File: src/rtl/lcd_tile_sequencer.sv
// ---------------------------------------------------------------------------
// lcd_tile_sequencer
//   Command/data byte sequencer for an ILI9341-style 8-bit LCD bus. It runs
//   either the power-on init sequence or a tile fill, which is made of:
//     - a column window (2A),
//     - a page window (2B),
//     - RAMWR (2C),
//     - TILE_W*TILE_H RGB565 pixels, high byte first.
//   Every byte is handed to the bus writer through a valid/ready handshake.
//
// Optional feature: define TILE_BORDER_EN to draw the outer ring of every
// tile in BORDER_COL; interior pixels keep the object's table colour.
//
// Ports
//   clk, nrst            clock, asynchronous active-low reset
//   init_req, draw_req   sequence requests, sampled only in IDLE (init wins)
//   X, Y, obj_code       tile position and object code, latched on draw accept
//   busy, done           busy from accept until completion, 1-cycle done pulse
//   out_valid, out_ready byte handshake towards the bus writer
//   D, dcx               byte and its type (0 = command, 1 = data)
// ---------------------------------------------------------------------------
module lcd_tile_sequencer #(
    parameter int          TILE_W     = 20,
    parameter int          TILE_H     = 20,
    parameter int          COORD_W    = 4,
    parameter int          OBJ_W      = 3,
    parameter int          INIT_DELAY = 50000,
    parameter logic [15:0] BORDER_COL = 16'h0000
) (
    input  logic               clk,
    input  logic               nrst,
    input  logic               init_req,
    input  logic               draw_req,
    input  logic [COORD_W-1:0] X,
    input  logic [COORD_W-1:0] Y,
    input  logic [OBJ_W-1:0]   obj_code,
    output logic               busy,
    output logic               done,
    output logic               out_valid,
    input  logic               out_ready,
    output logic [7:0]         D,
    output logic               dcx
);

`ifdef TILE_BORDER_EN
    localparam bit BORDER_EN = 1'b1;
`else
    localparam bit BORDER_EN = 1'b0;
`endif

    localparam int              CNT_W    = $clog2(INIT_DELAY + 1);
    localparam logic [CNT_W-1:0] CNT_LAST = CNT_W'(INIT_DELAY - 1);
    localparam logic [7:0]      COL_LAST = 8'(TILE_W - 1);
    localparam logic [7:0]      ROW_LAST = 8'(TILE_H - 1);
    localparam logic [15:0]     TW16     = 16'(TILE_W);
    localparam logic [15:0]     TH16     = 16'(TILE_H);

    typedef enum logic [2:0] {S_IDLE, S_INIT, S_WAIT, S_HDR, S_PIX, S_DONE} state_t;

    state_t             state_q, state_d;
    logic               busy_q, busy_d, done_q, done_d;
    logic               valid_q, valid_d, dcx_q, dcx_d;
    logic [7:0]         d_q, d_d;
    logic [3:0]         idx_q, idx_d;
    logic [CNT_W-1:0]   cnt_q, cnt_d;
    logic [7:0]         col_q, col_d, row_q, row_d;
    logic               half_q, half_d;
    logic [COORD_W-1:0] x_q, x_d, y_q, y_d;
    logic [OBJ_W-1:0]   obj_q, obj_d;

    logic               accept, last_col;
    logic [7:0]         nxt_col, nxt_row;
    logic [15:0]        sc, ec, sp, ep;
    logic [15:0]        cur_colour, nxt_colour, first_colour;
    logic [7:0]         hdr_next;

    function automatic logic [7:0] init_byte(input logic [1:0] i);
        case (i)
            2'd0:    return 8'h01;
            2'd1:    return 8'h11;
            2'd2:    return 8'h28;
            default: return 8'h29;
        endcase
    endfunction

    function automatic logic [7:0] hdr_byte(input logic [3:0] i, input logic [15:0] c0,
                                            input logic [15:0] c1, input logic [15:0] p0,
                                            input logic [15:0] p1);
        case (i)
            4'd0:    return 8'h2A;
            4'd1:    return c0[15:8];
            4'd2:    return c0[7:0];
            4'd3:    return c1[15:8];
            4'd4:    return c1[7:0];
            4'd5:    return 8'h2B;
            4'd6:    return p0[15:8];
            4'd7:    return p0[7:0];
            4'd8:    return p1[15:8];
            4'd9:    return p1[7:0];
            default: return 8'h2C;
        endcase
    endfunction

    function automatic logic [15:0] pixel_colour(input logic [OBJ_W-1:0] obj,
                                                 input logic [7:0] row, input logic [7:0] col);
        logic [15:0] c;
        case (32'(obj))
            1:       c = 16'h901E;
            2:       c = 16'h6815;
            3:       c = 16'hF800;
            4:       c = 16'h0814;
            default: c = 16'hFFFF;
        endcase
        if (BORDER_EN && (row == 8'd0 || row == ROW_LAST || col == 8'd0 || col == COL_LAST))
            c = BORDER_COL;
        return c;
    endfunction

    always_comb begin
        state_d = state_q;
        busy_d  = busy_q;
        done_d  = 1'b0;
        valid_d = valid_q;
        d_d     = d_q;
        dcx_d   = dcx_q;
        idx_d   = idx_q;
        cnt_d   = cnt_q;
        col_d   = col_q;
        row_d   = row_q;
        half_d  = half_q;
        x_d     = x_q;
        y_d     = y_q;
        obj_d   = obj_q;

        // out_ready only matters while a byte is actually offered
        accept   = valid_q && out_ready;

        sc = 16'(32'(x_q) * 32'(TILE_W));
        ec = sc + TW16 - 16'd1;
        sp = 16'(32'(y_q) * 32'(TILE_H));
        ep = sp + TH16 - 16'd1;
        hdr_next = hdr_byte(idx_q + 4'd1, sc, ec, sp, ep);

        // raster walk: column wraps to 0 and bumps the row
        last_col     = (col_q == COL_LAST);
        nxt_col      = last_col ? 8'd0 : col_q + 8'd1;
        nxt_row      = last_col ? row_q + 8'd1 : row_q;
        cur_colour   = pixel_colour(obj_q, row_q, col_q);
        nxt_colour   = pixel_colour(obj_q, nxt_row, nxt_col);
        first_colour = pixel_colour(obj_q, 8'd0, 8'd0);

        case (state_q)
            S_IDLE: begin
                if (init_req) begin
                    state_d = S_INIT;
                    busy_d  = 1'b1;
                    valid_d = 1'b1;
                    d_d     = 8'h01;
                    dcx_d   = 1'b0;
                    idx_d   = 4'd0;
                end else if (draw_req) begin
                    state_d = S_HDR;
                    busy_d  = 1'b1;
                    valid_d = 1'b1;
                    d_d     = 8'h2A;
                    dcx_d   = 1'b0;
                    idx_d   = 4'd0;
                    col_d   = 8'd0;
                    row_d   = 8'd0;
                    half_d  = 1'b0;
                    x_d     = X;
                    y_d     = Y;
                    obj_d   = obj_code;
                end
            end
            S_INIT: begin
                if (accept) begin
                    case (idx_q[1:0])
                        2'd0, 2'd1: begin
                            state_d = S_WAIT;
                            valid_d = 1'b0;
                            cnt_d   = '0;
                        end
                        2'd2: begin
                            idx_d = 4'd3;
                            d_d   = 8'h29;
                        end
                        default: begin
                            state_d = S_DONE;
                            valid_d = 1'b0;
                            busy_d  = 1'b0;
                            done_d  = 1'b1;
                        end
                    endcase
                end
            end
            S_WAIT: begin
                // cnt_q runs 0..INIT_DELAY-1 with out_valid low throughout
                if (cnt_q == CNT_LAST) begin
                    state_d = S_INIT;
                    idx_d   = idx_q + 4'd1;
                    valid_d = 1'b1;
                    d_d     = init_byte(idx_q[1:0] + 2'd1);
                    dcx_d   = 1'b0;
                end else begin
                    cnt_d = cnt_q + 1'b1;
                end
            end
            S_HDR: begin
                if (accept) begin
                    if (idx_q == 4'd10) begin
                        state_d = S_PIX;
                        d_d     = first_colour[15:8];
                        dcx_d   = 1'b1;
                    end else begin
                        idx_d = idx_q + 4'd1;
                        d_d   = hdr_next;
                        // 2A, 2B and 2C (indices 0, 5, 10) are commands
                        dcx_d = (idx_q + 4'd1 != 4'd5) && (idx_q + 4'd1 != 4'd10);
                    end
                end
            end
            S_PIX: begin
                if (accept) begin
                    if (!half_q) begin
                        half_d = 1'b1;
                        d_d    = cur_colour[7:0];
                    end else if (last_col && row_q == ROW_LAST) begin
                        state_d = S_DONE;
                        valid_d = 1'b0;
                        busy_d  = 1'b0;
                        done_d  = 1'b1;
                    end else begin
                        half_d = 1'b0;
                        col_d  = nxt_col;
                        row_d  = nxt_row;
                        d_d    = nxt_colour[15:8];
                    end
                end
            end
            S_DONE: begin
                // requests are not sampled here, only from the next cycle on
                state_d = S_IDLE;
            end
            default: state_d = S_IDLE;
        endcase
    end

    always_ff @(posedge clk or negedge nrst) begin
        if (!nrst) begin
            state_q <= S_IDLE;
            busy_q  <= 1'b0;
            done_q  <= 1'b0;
            valid_q <= 1'b0;
            d_q     <= 8'h00;
            dcx_q   <= 1'b0;
            idx_q   <= '0;
            cnt_q   <= '0;
            col_q   <= '0;
            row_q   <= '0;
            half_q  <= 1'b0;
            x_q     <= '0;
            y_q     <= '0;
            obj_q   <= '0;
        end else begin
            state_q <= state_d;
            busy_q  <= busy_d;
            done_q  <= done_d;
            valid_q <= valid_d;
            d_q     <= d_d;
            dcx_q   <= dcx_d;
            idx_q   <= idx_d;
            cnt_q   <= cnt_d;
            col_q   <= col_d;
            row_q   <= row_d;
            half_q  <= half_d;
            x_q     <= x_d;
            y_q     <= y_d;
            obj_q   <= obj_d;
        end
    end

    assign busy      = busy_q;
    assign done      = done_q;
    assign out_valid = valid_q;
    assign D         = d_q;
    assign dcx       = dcx_q;

endmodule

File: config.mk
export PLATFORM = sky130hd
export DESIGN_NAME = lcd_tile_sequencer
export DESIGN_NICKNAME = d
export VERILOG_FILES = /design/src/rtl/lcd_tile_sequencer.sv
export SDC_FILE = /design/constraint.sdc
export NUM_CORES = 1
export LEC_CHECK = 0
export BUFFER_PORTS_ARGS = -buffer_cell sky130_fd_sc_hd__buf_2
export CAP_MARGIN = 20
export CORE_AREA = 2 2 116 118
export CTS_BUF_LIST = sky130_fd_sc_hd__clkbuf_8
export DETAILED_ROUTE_END_ITERATION = 16
export DIE_AREA = 0 0 118 120
export PLACE_DENSITY = 0.57
export SYNTH_ARGS = -nofsm -noshare
export SYNTH_HDL_FRONTEND = slang
export SYNTH_SLANG_ARGS = --single-unit
File: constraint.sdc
create_clock -name clk -period 3.1 [get_ports clk]
set_clock_uncertainty 0.05 [all_clocks]
set_input_delay 0.31 -clock clk [delete_from_list [all_inputs] [get_ports clk]]
set_output_delay 0.31 -clock clk [all_outputs]
set_load 0.1 [all_outputs]
## Word level (Yosys, flattened, before mapping)

Index checks and enable logic that the tools add are counted.

- Register bits: 63
- Latch bits: 0
- RAM bits: 0
- Memory bits (read-only): 0
- Output and inout port bits: 12
- Word-level logic and storage cells: 176
- Memories: 0

- Add/sub/neg operators: 9
- Multiply operators: 2
- Div/mod/pow operators: 0
- Order comparisons: 0
- Eq/ne operators: 46
- Shifts and indexed selects: 0
- Mux-type cells: 77
- Bitwise logic cells: 1
- Reductions and logical operators: 27

Operators with widths:

| cell | count |
|---|---|
| 2-to-1 mux 8 bit | 20 |
| case mux 8 bit (10 select lines) | 1 |
| case mux 16 bit (4 select lines) | 1 |
| 2-to-1 mux 16 bit | 3 |
| case mux 8 bit (5 select lines) | 1 |
| inequality test 2 bit, second input constant | 16 |
| case mux 16 bit (2 select lines) | 1 |
| case mux 8 bit (2 select lines) | 2 |
| 2-to-1 mux 4 bit | 7 |
| 2-to-1 mux 3 bit | 9 |
| 2-to-1 mux 1 bit | 23 |
| subtractor 10 x 1 -> 11 bit, second input constant | 2 |
| AND reduction 7 bit | 3 |
| adder 9 x 5 -> 10 bit, second input constant | 2 |
| case mux 6 bit (3 select lines) | 1 |
| adder 16 x 1 -> 16 bit, second input constant | 1 |
| adder 8 x 1 -> 8 bit, second input constant | 2 |
| == test 16 bit, second input constant | 1 |
| == test 4 x 3 -> 1 bit, second input constant | 4 |
| == test 8 x 5 -> 1 bit, second input constant | 2 |
| case mux 4 bit (4 select lines) | 1 |
| AND reduction 8 bit | 2 |
| case mux 3 bit (5 select lines) | 1 |
| multiplier 4 x 3 -> 7 bit, second input constant | 2 |
| 33 further kinds | 54 |

## Longest topological paths before layout

Gate-level depths: netlist of the first run.

- Depth in word-level cells: 7
- Depth in mapped cells: 9
- Gate-level depth less buffers: 9

## Worst setup path after synthesis of the first run

No wires, ideal clock.

- Kind: flip-flop to flip-flop
- From: register valid_q, in the netlist out_valid
- To: register d_q[4], in the netlist D[4]
- Library setup time: 0.120 ns
- Arrival: 2.705 ns
- Data required time: 2.930 ns
- Slack: 0.225 ns
- Stages on the path, launching flop included: 8
- Period minus slack after synthesis: 2.875 ns
- Cells stage by stage: dfrtp_1 nand2_1 o21a_1 o32a_1 or4_4 buf_6 a22o_1 a31o_1

- Cells in the longest elaborated chain, start to end: 3

RTL lines:

| element | line | source |
|---|---|---|
| start, declared | 62 | `logic valid_q, valid_d, dcx_q, dcx_d;` |
| start signal, assigned | 269 | `valid_q <= valid_d;` |
| logical AND 1 bit (*) | 136 | `accept = valid_q && out_ready;` |
| inequality test 2 bit (no line) | - |  |
| AND reduction 8 bit (no line) (*) | - |  |
| end signal, assigned | 255 | `d_q <= 8'h00;` |
| end signal, assigned | 270 | `d_q <= d_d;` |
| end, declared | 63 | `logic [7:0] d_q, d_d;` |

Every way passes the cells marked *; elsewhere a longest branch is shown, timed or not.
A chain may end at the register's enable or synchronous reset.

## Worst setup path in the final report of the first run

- From: register x_q[3]
- To: register d_q[0], in the netlist D[0]

- Cells in the longest elaborated chain, start to end: 7

RTL lines:

| element | line | source |
|---|---|---|
| start, declared | 68 | `logic [COORD_W-1:0] x_q, x_d, y_q, y_d;` |
| start signal, assigned | 262 | `x_q <= '0;` |
| start signal, assigned | 277 | `x_q <= x_d;` |
| multiplier 4 x 3 -> 7 bit (*) | 138 | `sc = 16'(32'(x_q) * 32'(TILE_W));` |
| adder 9 x 5 -> 10 bit | 139 | `ec = sc + TW16 - 16'd1;` |
| subtractor 10 x 1 -> 11 bit | 139 |  |
| case mux 8 bit (10 select lines) (*) | 89 | `case (i)` |
| 2-to-1 mux 8 bit (*) | 211 | `if (idx_q == 4'd10) begin` |
| 2-to-1 mux 8 bit (*) | 210 | `if (accept) begin` |
| case mux 8 bit (5 select lines) (*) | 152 | `case (state_q)` |

Every way passes the cells marked *; elsewhere a longest branch is shown, timed or not. The select of a mux whose other input is x is not followed.

==> results of run 1 <==
## registers in the layout, indices dropped and copies added (netlist names), 4 cells and up
name   count
cnt_q     16
D          8
col_q      8
row_q      8
idx_q      4
x_q        4
y_q        4
## cell type report
| type | count | share of cell area [%] |
|---|---|---|
| Timing Repair Buffer | 38 | 4.42 |
| Sequential cell | 63 | 32.0 |
| Clock buffer | 9 | 2.51 |
| Multi-Input combinational cell | 421 | 54.9 |
| Tap cell | 176 | 4.47 |
| Clock inverter | 7 | 1.01 |
| Inverter | 9 | 0.685 |
## per-layer routing
metal	GRT usage, %	up-vias
met5	0	-
met4	4.89	0
met3	3.04	12
met2	23.8	81
met1	23.5	1908
li1	-	1923
## power groups by stage
stage / clock, uW / combinational (uW) / sequential, uW
floorplan: 0 / 1770 / 1570
global route: 713 / 2880 / 1370
global placement: 0 / 2580 / 1320
finish: 653 / 2640 / 1320
CTS: 687 / 2620 / 1320
detailed placement: 0 / 2610 / 1330
## metrics by stage
stage	util (%)	area (sq um)	cells
floorplan	-	4430	518
global placement	36.6	4760	707
detailed placement	36.6	4760	707
CTS	38.0	4930	723
global route	38.0	4930	723
finish	38.0	4930	723
## worst min-delay path by stage
stage                     to  slack [ns]  depth (start not counted)
floorplan               D[0]       -0.04                          0
global placement        D[2]        0.42                          2
detailed placement      D[2]        0.42                          2
CTS                   x_q[0]        0.08                          3
global route          x_q[2]        0.09                          3
finish              cnt_q[7]        0.07                          2
## kinds of logic (layout without fill, tap and decap cells)
family | Yosys count | after routing | share of synthesized area [%]
buffers and inverters | 34 | 63 | 3.33
AOI/OAI and AO/OA | 129 | 129 | 19.7
adders and majority gates | 23 | 23 | 6.83
DFF | 63 | 63 | 35.6
muxes | 6 | 6 | 1.44
and+or+nand+nor | 232 | 232 | 27.0
xor gates and xnor gates | 31 | 31 | 6.12
## placed cells by master (no fill, tap or decap), drive strengths merged, types with 8 or more instances in the layout
master and instances:
a21oi 27, and3 8, buf 38, clkbuf 9, dfrtp 63, ha 21
inv 9, nand2 78, nand2b 10, nand3 22, nor2 44, nor2b 12
nor3 15, nor4 10, o21ai 39, o31ai 10, xnor2 21, xor2 10
## worst max-delay path: stages (launching register included)
cell,delay [ns]
dfrtp_1,0.41
ha_1,0.30
ha_1,0.23
fa_1,0.38
xor2_1,0.37
nand3_1,0.16
xor2_1,0.15
o22ai_1,0.10
a2111oi_0,0.45
o31ai_1,0.12
==> Implementation_results.wiki, run 1 <==
{| class="wikitable"
! Metric !! Value
|-
| Unrepaired setup endpoints after global routing || false
|-
| Post-synth design cell area || 0.00443 sq mm
|-
| X dimension of the die || 118 um
|-
| Setup TNS Final || 0 ns
|-
| Relative contribution of the clock network to total power || 14.1%
|-
| Hold crit path type || in -> async
|-
| Nets in the synthesized netlist || 557
|-
| Fin worst setup slack || 0.238 ns
|-
| Buffer type at the clock tree root || clkbuf_8
|-
| Timing-limited maximum frequency || 0.349 GHz
|-
| Fraction of layout instances using a drive strength above 1 || 12.6%
|-
| Start-to-end type of the worst setup path || reg -> reg
|-
| Switching Share || 51.2%
|-
| Final setup vio count || 0
|-
| Fin Hold WS || 0.0722 ns
|-
| Met1 wire length || 5540 um
|-
| Final GP Congestion || 0.875
|-
| Psw || 2360 uW
|-
| Max-slew violation count || 0
|-
| Highest ir drop seen on vdd || 0.388 mV
|-
| Remaining global-route overflow || 0
|-
| Yosys warnings || 0
|-
| Top routing layer in use || met4
|-
| Final critical-path required period || 2.86 ns
|-
| Fraction of the yosys area taken by sequential cells || 35.6%
|-
| Share of the cycle needed by the critical path after routing || 92.3%
|-
| Flop pwr share || 28.6%
|-
| Floorplan core area || 0.0130 sq mm
|-
| Number of inserted diodes || 0
|-
| Clock tree from TritonCTS || yes
|-
| R2R Path End || D[0]
|-
| Post-layout nets || 581
|-
| Endpoint type of the worst setup path || flip-flop
|-
| Antenna violations before repair || 0
|-
| Post-synthesis area per instance || 8.56 sq um
|-
| Transition at the pin with the smallest max-transition slack || 0.807 ns
|-
| Number of placement rows || 42
|-
| Met2 routed wirelength || 4960 um
|-
| Total detailed-routing wirelength || 11000 um
|-
| Flip-flop and latch count after synthesis || 63
|-
| Worst-skew pair later-pin latency || 0.35 ns
|-
| Overall die area || 0.0142 sq mm
|-
| Status || finished, final reports clean
|-
| CTS buffer count || 9
|-
| Minimum setup slack after placement || 0.338 ns
|-
| Crit start category || flip-flop
|-
| Post-CTS Hold Fix Bufs || 0
|-
| Clock sink count || 63
|-
| Clock Path Buffers || 2
|-
| Fill cell total of the finished layout || 1352
|-
| Synth area leaders || dfrtp_1, nand2_1, ha_1
|-
| Vias in the first global route || 3688
|-
| Area growth, synth to finish || 11.2%
|-
| IO Pins || 28
|-
| Power density cells || 936 mW/mm^2
|-
| PostCTS Resize Cnt || 0
|-
| Number of buffers inserted to repair setup after CTS || 0
|-
| Per-cell via count in the routed design || 5.43
|-
| Number of synthesized flops with an enable pin || 0
|-
| Detail Route Antenna Nets || 0
|-
| First-pass GRT wire length || 18600 um
|-
| Post-synth top area cell || dfrtp_1
|-
| Worst setup slack for register-to-register paths || 0.24 ns
|-
| Clock-pin transition on the worst setup and hold timing paths || 0.08 ns
|-
| Normalized max-slew margin || 46.2%
|-
| DPL Wire Length || 7920 um
|-
| DR DRC count || 0
|-
| Most used flip-flop cell after synthesis || dfrtp_1
|-
| Worst setup endpoint || D[0]
|-
| Multi-input logic area || 0.00271 sq mm
|-
| Total number of H-tree levels || 3
|-
| First-pass iteration count of the detailed router || 6
|-
| Initial core utilization || 34.2%
|-
| Final hold viol count || 0
|-
| Comb pwr share || 57.3%
|-
| Fraction of synthesis flops using an asynchronous set or reset pin || 100%
|-
| Netlist cell types || 74
|-
| Chip Height || 120 um
|-
| # Max-Cap Violations || 0
|-
| Leading post-synthesis cells by instance count || nand2_1, dfrtp_1, nor2_1
|-
| Instance count of the mapped netlist || 518
|-
| Total number of vias || 3924
|-
| Pin count of the biggest net entering global routing || 64
|-
| Critical R2R Launch || x_q[3]
|-
| Worst reg2reg path depth || 9
|-
| Buffers on Ports || 27
|-
| CP required || 3.27 ns
|-
| Share of Yosys cell area claimed by the top area cell type || 35.6%
|-
| Library cell with the highest instance count after synthesis || nand2_1
|-
| Total routing usage reported by global routing || 16.0%
|-
| Overall power || 4610 uW
|-
| Internal power || 2250 uW
|-
| Met3 WL || 352 um
|-
| Timing startpoint of the critical path || x_q[3]
|-
| Per-cell routed wire length || 15.3 um
|-
| Sequential cell area in the final layout || 0.00158 sq mm
|-
| Critical path peak fanout || 4
|-
| Signal arrival time at the worst endpoint || 3.03 ns
|-
| Drt initial violations || 309
|-
| Static leakage || 0.00214 uW
|}
No activity file was read; power rests on OpenSTA's default activity.
==> run 2: changes to the inputs <==
Settings changed: ABC_AREA from default to 1, CORE_AREA 2 2 116 118 to 2 2 117 119, DIE_AREA 0 0 118 120 to 0 0 119 121.
==> run 2 against run 1 <==
  * Count of clock-buffer cells in the layout up 1
  * Cell area up 1.7%
  * Worst hold slack better by 0.030 ns
  * Utilization up 0.34 points
  * Synthesized cell count up 25%
  * Critical endpoint unchanged
  * Die area up 1.7%
  * Highest routed layer unchanged
  * Largest power group is now registers
  * Flip-flop and latch count unchanged
  * Register-to-register slack better by 0.44 ns
  * Sequential share of layout area down 0.53 points
  * First-iteration DRC count up 29%
==> Implementation_results.wiki, run 2 <==
{| class="wikitable"
! Metric !! Value
|-
| Number of inserted diodes || 0 (unchanged)
|-
| Total detailed-routing wirelength || 11500 um (was 11000 um)
|-
| Antenna violations before repair || 0 (unchanged)
|-
| Largest register by flop count || cnt_q (unchanged)
|-
| Timing startpoint of the critical path || x_q[3] (unchanged)
|-
| Timing-limited maximum frequency || 0.412 GHz (was 0.349 GHz)
|-
| Worst-skew pair later-pin latency || 0.36 ns (was 0.35 ns)
|-
| Routing usage on met1 || 24.0% (was 23.5%)
|-
| Pin count of the biggest net entering global routing || 26 (was 64)
|-
| Clock sink count || 63 (unchanged)
|-
| Post-CTS Hold Fix Bufs || 1 (was 0)
|-
| Endpoint type of the worst setup path || flip-flop (unchanged)
|-
| Detail Route Antenna Nets || 0 (unchanged)
|-
| Clock-pin transition on the worst setup and hold timing paths || 0.08 ns (about the same)
|-
| Total number of vias || 4303 (was 3924)
|-
| Commonest non-fill, non-tap cell in the layout || nand2_1 (unchanged)
|-
| Transition at the pin with the smallest max-transition slack || 0.634 ns (was 0.807 ns)
|-
| Max-slew violation count || 0 (unchanged)
|-
| Overall die area || 0.0144 sq mm (was 0.0142 sq mm)
|-
| Unrepaired setup endpoints after global routing || false (unchanged)
|-
| Remaining global-route overflow || 0 (unchanged)
|-
| Initial core utilization || 34.2% (about the same)
|-
| # Max-Cap Violations || 0 (unchanged)
|-
| PostCTS Resize Cnt || 0 (unchanged)
|-
| Drt initial violations || 398 (was 309)
|-
| Normalized max-slew margin || 57.7% (was 46.2%)
|-
| Flip-flop count of the largest register, all copies and words added || 16 (unchanged)
|-
| Total number of H-tree levels || 3 (unchanged)
|-
| Multi-input logic area || 0.00251 sq mm (was 0.00271 sq mm)
|-
| Netlist cell types || 37 (was 74)
|-
| Nets in the synthesized netlist || 685 (was 557)
|-
| Met3 track utilization from global routing || 2.54% (was 3.04%)
|-
| Most used flip-flop cell after synthesis || dfrtp_1 (unchanged)
|-
| Final setup vio count || 0 (unchanged)
|-
| Fill cell total of the finished layout || 1392 (was 1352)
|-
| Final critical-path required period || 2.43 ns (was 2.86 ns)
|-
| Hold Startpoint || X[1]
|-
| Power density cells || 318 mW/mm^2 (was 936 mW/mm^2)
|-
| Cell type group with the largest total delay on the critical path || adder cells (unchanged)
|-
| DPL Wire Length || 8670 um (was 7920 um)
|-
| Highest ir drop seen on vdd || 0.141 mV (was 0.388 mV)
|-
| Share of the cycle needed by the critical path after routing || 78.3% (was 92.3%)
|-
| Post-synth design cell area || 0.00447 sq mm (was 0.00443 sq mm)
|-
| CP max-delay cell || fa_1 (was a2111oi_0)
|-
| Post-synth top area cell || dfrtp_1 (unchanged)
|-
| Cells along the critical path || ha_1 > ha_1 > fa_1 > nand2_1 > inv_1 > nand2_1 > nand2_1 > nand2_1 > nand2_1 > nand2_1 > nor2_1 > nand3_1 > nand2_1 > nand2_1 > nand2_1 > nand2_1 (was ha_1 > ha_1 > fa_1 > xor2_1 > nand3_1 > xor2_1 > o22ai_1 > a2111oi_0 > o31ai_1)
|-
| Flip-flop and latch count after synthesis || 63 (unchanged)
|-
| Clock tree from TritonCTS || yes (unchanged)
|-
| Cell depth of the worst setup path || 16 (was 9)
|-
| Post-layout nets || 719 (was 581)
|-
| Crit start category || flip-flop (unchanged)
|-
| Number of placement rows || 42 (unchanged)
|-
| Final core area utilization || 38.3% (was 38.0%)
|-
| Buffer type at the clock tree root || clkbuf_8 (unchanged)
|-
| Fraction of synthesis flops using an asynchronous set or reset pin || 100% (unchanged)
|-
| Fraction of the yosys area taken by sequential cells || 35.2% (was 35.6%)
|-
| Status || finished, final reports clean (unchanged)
|-
| Share of Yosys cell area claimed by the top area cell type || 35.2% (was 35.6%)
|-
| Sequential cell area in the final layout || 0.00158 sq mm (unchanged)
|-
| First-pass GRT wire length || 19200 um (was 18600 um)
|-
| Vias in the first global route || 4043 (was 3688)
|-
| Buf/Inv on CP || 1 (was 0)
|-
| Per-cell via count in the routed design || 5.00 (was 5.43)
|-
| Area growth, synth to finish || 12.1% (was 11.2%)
|-
| Final GP Congestion || 0.956 (was 0.875)
|-
| X dimension of the die || 119 um (was 118 um)
|-
| Total routing usage reported by global routing || 16.6% (was 16.0%)
|-
| Leading post-synthesis cells by instance count || nand2_1, inv_1, dfrtp_1 (was nand2_1, dfrtp_1, nor2_1)
|-
| Critical R2R Launch || x_q[3] (unchanged)
|-
| Leading cell types in the layout, fill and taps excluded || nand2_1, inv_1, dfrtp_1 (was nand2_1, dfrtp_1, nor2_1)
|-
| Instance count of the mapped netlist || 646 (was 518)
|-
| Hold Path Stages || 3
|-
| CTS buffer count || 9 (unchanged)
|-
| CP required || 3.31 ns (was 3.27 ns)
|-
| Number of buffers inserted to repair setup after CTS || 0 (unchanged)
|-
| Yosys warnings || 0 (unchanged)
|-
| Setup TNS Final || 0 ns (unchanged)
|-
| Clock Path Buffers || 2 (unchanged)
|-
| GRT busiest layer || met2 (unchanged)
|-
| Critical path peak fanout || 4 (unchanged)
|-
| Post-synthesis area per instance || 6.93 sq um (was 8.56 sq um)
|-
| Worst reg2reg path depth || 16 (was 9)
|-
| Final hold viol count || 0 (unchanged)
|-
| IO Pins || 28 (unchanged)
|-
| Critical path's largest stage delay || 0.57 ns (was 0.45 ns)
|-
| Start-to-end type of the worst setup path || reg -> reg (unchanged)
|-
| Signal arrival time at the worst endpoint || 2.64 ns (was 3.03 ns)
|-
| First-pass iteration count of the detailed router || 6 (unchanged)
|-
| Chip Height || 121 um (was 120 um)
|-
| Synth area leaders || dfrtp_1, nand2_1, inv_1 (was dfrtp_1, nand2_1, ha_1)
|-
| Critical path's most frequent cell || nand2_1
|-
| M2 GR Usage || 25.1% (was 23.8%)
|-
| Hold crit path type || in -> reg (was in -> async)
|-
| Fraction of layout instances using a drive strength above 1 || 10.7% (was 12.6%)
|-
| Static leakage || 0.00259 uW (was 0.00214 uW)
|-
| Number of synthesized flops with an enable pin || 0 (unchanged)
|-
| Library cell with the highest instance count after synthesis || nand2_1 (unchanged)
|-
| Buffers on Ports || 27 (unchanged)
|-
| Floorplan core area || 0.0131 sq mm (was 0.0130 sq mm)
|-
| Per-cell routed wire length || 13.3 um (was 15.3 um)
|-
| DR DRC count || 0 (unchanged)
|}
run 2: cell count changes after synthesis, sizes merged, moves of 10 or more:
cell	before	now
nand4	4	18
nand2b	10	0
nand2	78	197
nor2	44	68
clkbuf	16	3
inv	9	85
nor2b	12	0
nand3	22	48
xnor2	21	1
run 2: final timing paths:
| check | to | slack, ns |
|---|---|---|
| hold / removal | x_q[1] | 0.10 |
| setup reg to reg | D[0] | 0.67 |
| hold reg to reg | busy | 0.44 |
| setup / recovery | D[0] | 0.67 |
| max in group asynchronous | row_q[7] | 1.82 |
| min in group asynchronous | D[0] | 0.45 |
run 2: cell families (layout without fill, tap and decap cells):
kind of cell	count (synthesis)	count (layout)	synth area share, %
compound gates	92	92	11.6
xor+xnor	13	13	2.54
fa+ha+maj	23	23	6.77
buf+inv	96	135	8.67
flops	63	63	35.2
simple gates	359	359	35.2
run 2: layout make-up:
cell class	instances	share of cell area [%]
timing repair buffer	34	3.79
multi-input combinational	487	50.0
tap	176	4.39
clock inverter	6	1.22
sequential	63	31.4
clock buffer	10	2.74
inverter	85	6.36
run 2: tightest hold or removal path: stages:
cell and delay (ns):
buf_2 0.07, nand2_1 0.04, nand2_1 0.05
run 2: power breakdown:
part | internal (uW) | total (uW) | switching, uW
clock network | 390 | 744 | 354
registers | 821 | 821 | 0
logic | 9.18 | 30.1 | 20.9
total | 1220 | 1600 | 375
run 2: stage by stage:
stage / worst slack [ns] / hold WS [ns] / instances / power [uW] / cell area (sq um)
after floorplan: 0.822 / -0.0356 / 646 / 839 / 4470
after global placement: 0.712 / 0.331 / 844 / 868 / 4810
after detailed placement: 0.671 / 0.322 / 844 / 868 / 4810
after CTS: 0.661 / 0.0807 / 861 / 1620 / 5010
after global routing: 0.389 / 0.0973 / 861 / 1660 / 5010
final: 0.673 / 0.102 / 861 / 1600 / 5010
run 2: routing by layer:
layer	up-vias	part of all wire [%]	wire length [um]
met1	2000	50	5700
met3	12	5.4	618
met2	122	43	4970
met5	-	0	0
li1	2169	-	-
met4	0	1.7	192
==> run 3: changes to the inputs <==
Settings changed: PLACE_DENSITY 0.57 to 0.59.
Clock period 3.1 ns to 1.95 ns, I/O delays scaled along.
==> run 3 against run 2 <==
  * The flow now finishes with violations (setup timing)
  * Clock power grew 61%
  * Global-route usage is 1.6 points higher
  * Worst hold slack worse by 0.091 ns
  * Flip-flop and latch count did not move
  * Combinational power rose by 110%
==> Implementation_results.wiki, run 3 (synthesized netlist as in run 2, its figures left out) <==
{| class="wikitable"
! Metric !! Value
|-
| Status || complete, but fails checks (was finished, final reports clean)
|-
| Failing checks || setup timing
|-
| Setup TNS Final || -1.30 ns (was 0 ns)
|-
| Largest register by flop count || cnt_q (unchanged)
|-
| X dimension of the die || 119 um (unchanged)
|-
| Start-to-end type of the worst setup path || reg -> reg (unchanged)
|-
| Static leakage || 0.00307 uW (was 0.00259 uW)
|-
| Transition at the pin with the smallest max-transition slack || 0.493 ns (was 0.634 ns)
|-
| Detail Route Antenna Nets || 0 (unchanged)
|-
| Number of inserted diodes || 0 (unchanged)
|-
| Initial core utilization || 34.2% (unchanged)
|-
| Dpl cell area || 0.00533 sq mm (was 0.00481 sq mm)
|-
| # Max-Cap Violations || 0 (unchanged)
|-
| Overall die area || 0.0144 sq mm (unchanged)
|-
| Commonest non-fill, non-tap cell in the layout || nand2_1 (unchanged)
|-
| Switching Share || 23.2% (was 23.5%)
|-
| Worst-skew pair later-pin latency || 0.37 ns (was 0.36 ns)
|-
| Final critical-path required period || 2.33 ns (was 2.43 ns)
|-
| Multi-input logic area || 0.00284 sq mm (was 0.00251 sq mm)
|-
| R2R Path End || D[0] (unchanged)
|-
| Per-cell via count in the routed design || 4.89 (was 5.00)
|-
| Sequential cell area in the final layout || 0.00158 sq mm (about the same)
|-
| Clock-pin transition on the worst setup and hold timing paths || 0.07 ns (was 0.08 ns)
|-
| Per-cell routed wire length || 13.5 um (was 13.3 um)
|-
| Worst reg2reg path depth || 16 (unchanged)
|-
| Crit start category || flip-flop (unchanged)
|-
| Unrepaired setup endpoints after global routing || true (was false)
|-
| CTS buffer count || 9 (unchanged)
|-
| DR DRC count || 0 (unchanged)
|-
| Signal arrival time at the worst endpoint || 2.54 ns (was 2.64 ns)
|-
| Flip-flop count of the largest register, all copies and words added || 16 (unchanged)
|-
| Highest ir drop seen on vdd || 0.408 mV (was 0.141 mV)
|-
| Total routing usage reported by global routing || 18.2% (was 16.6%)
|-
| Internal power || 1970 uW (was 1220 uW)
|-
| Normalized max-slew margin || 67.4% (was 57.7%)
|-
| Fraction of layout instances using a drive strength above 1 || 27.7% (was 10.7%)
|-
| Flop pwr share || 50.9% (was 51.5%)
|-
| Clock Path Buffers || 2 (unchanged)
|-
| Fin worst setup slack || -0.380 ns (was 0.673 ns)
|-
| Hold Path Stages || 3 (unchanged)
|-
| Total detailed-routing wirelength || 12800 um (was 11500 um)
|-
| Number of placement rows || 42 (unchanged)
|-
| Drt initial violations || 274 (was 398)
|-
| Final hold viol count || 0 (unchanged)
|-
| Leading cell types in the layout, fill and taps excluded || nand2_1, buf_4, inv_1 (was nand2_1, inv_1, dfrtp_1)
|-
| Area growth, synth to finish || 36.4% (was 12.1%)
|-
| Chip Height || 121 um (unchanged)
|-
| Post-layout nets || 812 (was 719)
|-
| Buffer type at the clock tree root || clkbuf_8 (unchanged)
|-
| Post-route standard cell area excluding fillers || 0.00610 sq mm (was 0.00501 sq mm)
|-
| Final setup vio count || 4 (was 0)
|-
| Final GP Congestion || 0.950 (was 0.956)
|-
| Buffers on Ports || 27 (unchanged)
|-
| Clock sink count || 63 (unchanged)
|-
| Power density cells || 421 mW/mm^2 (was 318 mW/mm^2)
|-
| Clock tree from TritonCTS || yes (unchanged)
|-
| Comb pwr share || 2.5% (was 1.9%)
|-
| Destination of the worst hold path || obj_q[0] (was x_q[1])
|-
| IO Pins || 28 (unchanged)
|-
| Total number of H-tree levels || 3 (unchanged)
|-
| Share of the cycle needed by the critical path after routing || 119% (was 78.3%)
|-
| Critical R2R Launch || y_q[3] (was x_q[3])
|-
| Critical path peak fanout || 3 (was 4)
|-
| Timing startpoint of the critical path || y_q[3] (was x_q[3])
|-
| Max-slew violation count || 0 (unchanged)
|-
| Hold Startpoint || obj_code[0] (was X[1])
|-
| Vias in the first global route || 4456 (was 4043)
|-
| Relative contribution of the clock network to total power || 46.7% (was 46.6%)
|-
| Floorplan core area || 0.0131 sq mm (unchanged)
|-
| Pin count of the biggest net entering global routing || 64 (was 26)
|-
| Hold crit path type || in -> reg (unchanged)
|-
| DPL Wire Length || 9110 um (was 8670 um)
|-
| Worst setup slack for register-to-register paths || -0.38 ns (was 0.67 ns)
|-
| Psw || 595 uW (was 375 uW)
|-
| First-pass iteration count of the detailed router || 5 (was 6)
|-
| CP required || 2.16 ns (was 3.31 ns)
|-
| Timing-limited maximum frequency || 0.429 GHz (was 0.412 GHz)
|-
| Fill cell total of the finished layout || 1303 (was 1392)
|-
| Total number of vias || 4660 (was 4303)
|-
| Antenna violations before repair || 0 (unchanged)
|-
| Endpoint type of the worst setup path || flip-flop (unchanged)
|-
| First-pass GRT wire length || 21000 um (was 19200 um)
|-
| Remaining global-route overflow || 0 (unchanged)
|}
-- run 3: final cells by class --
| class | instances | area share (%) |
|---|---|---|
| multi-input cells | 489 | 46.5 |
| well taps | 176 | 3.61 |
| repair buffers | 125 | 15.3 |
| clock buffers | 11 | 2.48 |
| clock inverters | 4 | 0.677 |
| inverters | 85 | 5.46 |
| flip-flops and latches | 63 | 25.9 |
-- run 3: critical path: stages (launching register included) --
cell     delay (ns)
dfrtp_1        0.41
ha_4           0.25
ha_4           0.16
fa_2           0.57
nand2_1        0.07
inv_2          0.06
nand2_1        0.06
nand2_1        0.06
nand2_1        0.05
nand2_1        0.06
nand2_1        0.04
nor2_1         0.09
nand3_1        0.08
nand2_1        0.07
nand2_1        0.05
nand2_1        0.05
nand2_1        0.04
-- run 3: repair_timing --
| item | in CTS | in global routing |
|---|---|---|
| setup endpoints to repair | 8 | 41 |
| buffers inserted | 3 | 13 |
| hold endpoints to repair | 71 | 0 |
| gates resized for setup | 17 | 61 |
| hold buffers | 9 | 0 |
| cloned | 0 | 3 |
| pin swaps | 7 | 25 |
-- run 3: stage by stage --
| step | setup WS [ns] | utilization (%) | total power (uW) | hold WS, ns | std cells |
|---|---|---|---|---|---|
| detailed placement | -0.470 | 40.7 | 1380 | 0.191 | 910 |
| global route | -0.553 | 46.6 | 2670 | 0.00796 | 953 |
| global placement | -0.409 | 40.7 | 1380 | 0.189 | 910 |
| floorplan | -0.313 | - | 1330 | -0.151 | 646 |
| CTS | -0.432 | 43.8 | 2600 | 0.00809 | 937 |
| finish | -0.380 | 46.6 | 2570 | 0.0112 | 953 |
-- run 3: how the worst max path moves through the flow --
stage                     slack, ns  cells past startpoint    to
final                         -0.38                     16  D[0]
after global routing          -0.55                     16  D[0]
after CTS                     -0.43                     16  D[0]
after detailed placement      -0.47                     12  D[7]
after global placement        -0.41                     16  D[0]
after floorplan               -0.31                     16  D[0]
-- run 3: power by group through the flow --
stage | combinational [uW] | sequential, uW | clock, uW
floorplan | 1.44 | 1330 | 0
global placement | 50.4 | 1330 | 0
detailed placement | 51.3 | 1330 | 0
CTS | 65.0 | 1310 | 1230
global route | 72.3 | 1300 | 1290
finish | 63.6 | 1310 | 1200
-- run 3: per-layer routing --
metal / track usage (%) / routed length, um
met5: 0 / 0
met4: 5.43 / 207
met3: 3.81 / 479
met2: 29.8 / 6010
met1: 24.3 / 6150
